### src/rtl/expu_arbiter.sv
// Round-robin front end sharing one EXPU among N_REQ requesters, with tag-based result return
// and a drain/clear flush sequencer. Optional per-requester beat counters: EXPU_ARB_STATS_EN.
module expu_arbiter #(
  parameter int N_REQ  = 4,
  parameter int N_ROWS = 1,
  parameter int WIDTH  = 16,
  parameter int ID_W   = $clog2(N_REQ)
) (
  input  logic                            clk_i,
  input  logic                            rst_i,
  input  logic                            enable_i,
  input  logic                            flush_i,
  output logic                            flush_done_o,
  input  logic [N_REQ-1:0]                req_valid_i,
  output logic [N_REQ-1:0]                req_ready_o,
  input  logic [N_REQ*N_ROWS-1:0]         req_strb_i,
  input  logic [N_REQ*N_ROWS*WIDTH-1:0]   req_op_i,
  output logic [N_REQ-1:0]                rsp_valid_o,
  input  logic [N_REQ-1:0]                rsp_ready_i,
  output logic [N_ROWS*WIDTH-1:0]         rsp_res_o,
  output logic [N_ROWS-1:0]               rsp_strb_o,
  output logic                            expu_enable_o,
  output logic                            expu_clear_o,
  output logic                            expu_valid_o,
  input  logic                            expu_ready_i,
  output logic [N_ROWS-1:0]               expu_strb_o,
  output logic [N_ROWS*WIDTH-1:0]         expu_op_o,
  output logic [ID_W-1:0]                 expu_tag_o,
  input  logic                            expu_valid_i,
  output logic                            expu_ready_o,
  input  logic [N_ROWS-1:0]               expu_strb_i,
  input  logic [N_ROWS*WIDTH-1:0]         expu_res_i,
  input  logic [ID_W-1:0]                 expu_tag_i,
  input  logic                            expu_busy_i
`ifdef EXPU_ARB_STATS_EN
  ,
  output logic [N_REQ*32-1:0]             stats_o
`endif
);

  localparam int BW = N_ROWS * WIDTH;
  localparam logic [ID_W:0] NREQ_W = (ID_W+1)'(N_REQ);

  typedef enum logic [1:0] {RUN, DRAIN, CLEAR, DONE} state_t;

  state_t          state_reg, state_next;
  logic [ID_W-1:0] rr_ptr_reg, rr_ptr_next;
  logic            locked_reg, locked_next;
  logic [ID_W-1:0] lock_id_reg, lock_id_next;
  logic            grant_vld;
  logic [ID_W-1:0] grant_id;
  logic            accept;
  logic [ID_W:0]   scan_idx;
  logic [ID_W:0]   ptr_inc;

  logic [BW-1:0]     op_arr   [N_REQ];
  logic [N_ROWS-1:0] strb_arr [N_REQ];
  logic [N_REQ-1:0]  tag_hit;

  generate
    for (genvar gi = 0; gi < N_REQ; gi++) begin : g_req
      assign op_arr[gi]      = req_op_i[gi*BW +: BW];
      assign strb_arr[gi]    = req_strb_i[gi*N_ROWS +: N_ROWS];
      assign req_ready_o[gi] = accept & (grant_id == ID_W'(gi));
      assign tag_hit[gi]     = (expu_tag_i == ID_W'(gi));
      assign rsp_valid_o[gi] = expu_valid_i & tag_hit[gi];
    end
  endgenerate

  // A stalled beat stays granted until it handshakes, independent of enable and FSM state.
  always_comb begin
    grant_vld = 1'b0;
    grant_id  = '0;
    scan_idx  = '0;
    if (locked_reg) begin
      grant_vld = 1'b1;
      grant_id  = lock_id_reg;
    end else if (state_reg == RUN && enable_i) begin
      // Descending scan so the nearest requester after rr_ptr is the last writer.
      for (int i = N_REQ - 1; i >= 0; i--) begin
        scan_idx = {1'b0, rr_ptr_reg} + (ID_W+1)'(i);
        if (scan_idx >= NREQ_W) scan_idx = scan_idx - NREQ_W;
        if (req_valid_i[scan_idx[ID_W-1:0]]) begin
          grant_vld = 1'b1;
          grant_id  = scan_idx[ID_W-1:0];
        end
      end
    end
  end

  assign accept        = grant_vld & expu_ready_i;
  assign expu_valid_o  = grant_vld;
  assign expu_op_o     = op_arr[grant_id];
  assign expu_strb_o   = strb_arr[grant_id];
  assign expu_tag_o    = grant_id;
  assign expu_enable_o = enable_i;

  // A non-ready target stalls the whole EXPU output, so zero-latency routing is enough.
  assign expu_ready_o = |(tag_hit & rsp_ready_i);
  assign rsp_res_o    = expu_res_i;
  assign rsp_strb_o   = expu_strb_i;

  always_comb begin
    locked_next  = locked_reg;
    lock_id_next = lock_id_reg;
    rr_ptr_next  = rr_ptr_reg;
    ptr_inc      = {1'b0, grant_id} + (ID_W+1)'(1);
    if (grant_vld && !expu_ready_i) begin
      locked_next  = 1'b1;
      lock_id_next = grant_id;
    end else if (accept) begin
      locked_next  = 1'b0;
    end
    if (accept) begin
      rr_ptr_next = (ptr_inc >= NREQ_W) ? '0 : ptr_inc[ID_W-1:0];
    end else if (state_reg == CLEAR) begin
      rr_ptr_next = '0;
    end
  end

  always_comb begin
    state_next   = state_reg;
    expu_clear_o = 1'b0;
    flush_done_o = 1'b0;
    case (state_reg)
      RUN:   if (flush_i) state_next = DRAIN;
      DRAIN: if (!locked_reg && !expu_busy_i && !expu_valid_i) state_next = CLEAR;
      CLEAR: begin
        expu_clear_o = 1'b1;
        state_next   = DONE;
      end
      DONE: begin
        flush_done_o = 1'b1;
        state_next   = RUN;
      end
      default: state_next = RUN;
    endcase
  end

  always_ff @(posedge clk_i or posedge rst_i) begin
    if (rst_i) begin
      state_reg   <= RUN;
      rr_ptr_reg  <= '0;
      locked_reg  <= 1'b0;
      lock_id_reg <= '0;
    end else begin
      state_reg   <= state_next;
      rr_ptr_reg  <= rr_ptr_next;
      locked_reg  <= locked_next;
      lock_id_reg <= lock_id_next;
    end
  end

`ifdef EXPU_ARB_STATS_EN
  generate
    for (genvar gi = 0; gi < N_REQ; gi++) begin : g_stats
      logic [31:0] cnt_reg;
      always_ff @(posedge clk_i or posedge rst_i) begin
        if (rst_i) begin
          cnt_reg <= '0;
        end else if (state_reg == CLEAR) begin
          cnt_reg <= '0;
        end else if (accept && grant_id == ID_W'(gi) && cnt_reg != 32'hFFFF_FFFF) begin
          cnt_reg <= cnt_reg + 32'd1;
        end
      end
      assign stats_o[gi*32 +: 32] = cnt_reg;
    end
  endgenerate
`endif

endmodule

### config.mk
export PLATFORM = sky130hd
export DESIGN_NAME = expu_arbiter
export DESIGN_NICKNAME = d
export VERILOG_FILES = /design/src/rtl/expu_arbiter.sv
export SDC_FILE = /design/constraint.sdc
export NUM_CORES = 1
export LEC_CHECK = 0
export CAP_MARGIN = 5
export CORE_ASPECT_RATIO = 0.6
export CORE_MARGIN = 1
export CORE_UTILIZATION = 26
export CTS_CLUSTER_DIAMETER = 40
export DETAILED_ROUTE_END_ITERATION = 10
export PLACE_DENSITY = 0.78
export SYNTH_ARGS = -nofsm -noshare
export SYNTH_HDL_FRONTEND = slang
export SYNTH_SLANG_ARGS = --single-unit
### constraint.sdc
create_clock -name clk_i -period 2.3 [get_ports clk_i]
set_input_delay 0.46 -clock clk_i [delete_from_list [all_inputs] [get_ports clk_i]]
set_output_delay 0.46 -clock clk_i [all_outputs]
set_load 0.1 [all_outputs]
==> flow_summary.ini <==
[outcome]
outcome = finished, violations left
violations = negative setup slack

[route]
drc = 0
firstDrtPassIters = 4
routed_wl_um = 6080
first_iter_violations = 74
post_drt_wl_per_cell_um = 17.0
antenna_left = 0
vias = 1723
viasPerCell = 4.81

[global_routing]
grt-busiest-layer = met2
antenna_found_initial = 0
met2_usage_pct = 39.4
grt_use_met1_pct = 24.8
grt_first_pass_wirelength_um = 9420
use_met3_pct = 6.53
gr-total-overflow = 0
grt_pass1_vias = 1841
grt_usage_pct = 21.5
grt_max_degree = 11

[floorplanning]
ioPinCount = 151
die_area_um2 = 5700
coreArea_um2 = 5130
die_w_um = 96.8
start_util_pct = 27.3
die_h_um = 58.9
rows = 20

[cells_and_area]
fin_util_pct = 79.9
drive_gt1_share_pct = 57.2
stdcell_area_um2 = 4100
antenna_cells = 0
fillCellCount = 273
final_nets = 404
synthToLayoutAreaGrowth_pct = 192

[worst_hold_path]
hold_class = input pin to async pin

[critical_path]
crit_path_cell_trace = nor4bb_4, nor4_4, a21oi_4, a221oi_4, buf_6, buf_6, buf_12, mux2i_2, mux2i_4, buf_12
path_class = flip-flop to output port
crit_required_ns = 1.84
crit_path_end_kind = output port
crit_family = buffers and inverters
cp_max_fo = 8
crit_arrival_ns = 2.55
critical_path_buf_inv_count = 4
slowest_delay_ns = 0.46
slowest_stage = dfrtp_2
start_kind = flip-flop

[timing]
max_clock_freq_mhz = 332
max_slew.worst_pin.slew_ns = 0.441
finalHoldViolations = 0
max_slew_margin_pct = 70.3
fin_crit_ns = 3.01
rsz0062_at_grt = true
fin_worst_skew_ns = 0.00444
final-setup-viol-count = 23
finalSetupTns_ns = -14.42
final-max-slew-violation-count = 0
post-route-period-util_pct = 131
fin_ws_ns = -0.710

[synth]
synth_area_per_cell_um2 = 9.10
yosys_warnings = 0
ys_top_cells_by_area = mux2i_1 (36%), dfrtp_1 (13%), buf_4 (9.6%)
async_flop_share_pct = 100
yosys.area.top_type_share_pct = 36.4
yosys.area.top_type = mux2i_1
netlist_area_um2 = 1400
syn_nets = 265
synth_edf_count = 0
yosysSeqAreaShare_pct = 12.5
yosysMostFrequentCell = mux2i_1
ys_ff_latch = 7
synth_cells = 154
dominantRegCellSynth = dfrtp_1
ys_types = 33
synthTopCellsByCount = mux2i_1 (51), buf_4 (18), ha_1 (9), nor2_1 (9), dfrtp_1 (7)

[clock_network]
h-tree-depth = 1
cts_hold_buf = 0
cts_root_buf = clkbuf_8
clockBufferDepth = 2
cts_tree = yes
clk_pin_slew_ns = 0.04
cts_buffers = 3
cts_sinks = 7
clock_latency_ns = 0.23

[run]
maxCapViolCount = 0

[pwr]
power_density_nw_per_um2 = 1090
power.leakage_nw = 1.57
peakVddDrop_mv = 0.715

[placed_design]
io_buffers = 116
placed_area_um2 = 3210
place_congestion = 0.743
place_ws_ns = -0.983
hpwlAfterDp_um = 4130
path summary, 6_finish.rpt:
check	from	slack (ns)	to	depth (start not counted)
min in group clk_i	lock_id_reg[1]$_DFFE_PP0P_	0.57	lock_id_reg[1]$_DFFE_PP0P_	2
worst min-delay path	rst_i	0.47	lock_id_reg[0]$_DFFE_PP0P_	2
worst max register to register	rr_ptr_reg[0]$_DFFE_PP0P_	0.09	rr_ptr_reg[1]$_DFFE_PP0P_	11
worst max-delay path	rr_ptr_reg[0]$_DFFE_PP0P_	-0.71	expu_op_o[1]	10
worst min register to register	lock_id_reg[1]$_DFFE_PP0P_	0.57	lock_id_reg[1]$_DFFE_PP0P_	2
max in group asynchronous	rst_i	1.59	rr_ptr_reg[0]$_DFFE_PP0P_	2
final cells by class:
cell class,instances,area (um^2),area share (%)
timing repair buffer,159,1950,47.6
multi-input combinational,114,1810,44.0
sequential,7,178,4.33
tap,66,82.6,2.01
clock buffer,4,45.0,1.10
inverter,8,37.5,0.916
cells by family (layout without fill, tap and decap cells):
group                    count (synthesis)  in the layout  share of synthesized area [%]
AO/OA/AOI/OAI                           17             17                           7.77
flip-flops                               7              7                           12.5
AND/OR/NAND/NOR                         35             35                           14.6
buffers and inverters                   33            171                           18.3
multiplexers                            53             53                           38.8
adder cells (fa/ha/maj)                  9              9                           8.04
cell usage in the layout, fill, tap and decap left out, types with 2 or more instances in the layout:
master,synthesis,layout
a21oi_1,5,4
dfrtp_2,0,2
nand2b_1,2,2
buf_12,2,39
o21ai_1,3,3
clkdlybuf4s50_1,0,79
buf_6,2,8
ha_4,0,5
and2_4,0,4
clkdlybuf4s15_2,0,2
dfrtp_1,7,5
inv_2,2,3
mux2i_4,0,50
nor2_1,9,8
clkbuf_8,0,3
nand2_1,5,3
inv_1,6,4
o21ai_0,4,2
nor2b_1,2,2
buf_4,18,26
ha_1,9,4
metrics by stage:
| step | std cells | total power, mW | hold WS, ns |
|---|---|---|---|
| final | 358 | 4.46 | 0.470 |
| after global routing | 358 | 4.64 | 0.511 |
| after CTS | 354 | 4.36 | 0.486 |
| after detailed placement | 334 | 3.44 | 0.540 |
| after global placement | 334 | 3.40 | 0.542 |
| after floorplan | 154 | 2.53 | 0.263 |
report_power, final:
part | total, mW | switching (mW) | internal [mW] | leakage [nW]
sequential | 0.253 | 0.0697 | 0.184 | 0.0840
clock | 0.175 | 0.0550 | 0.120 | 0.0228
combinational | 4.03 | 2.14 | 1.89 | 1.46
layer usage:
layer,vias to the layer above,part of all wire (%)
li1,813,-
met1,830,38
met2,71,53
met3,9,6.7
met4,0,1.8
met5,-,0
what timing repair did:
item,CTS,global route
cloned,2,1
setup endpoints to repair,25,24
endpoints found under the hold margin,0,0
pin swaps,9,6
buffers inserted,15,5
gates resized for setup,114,15
Power figures use the tool's default switching activity.
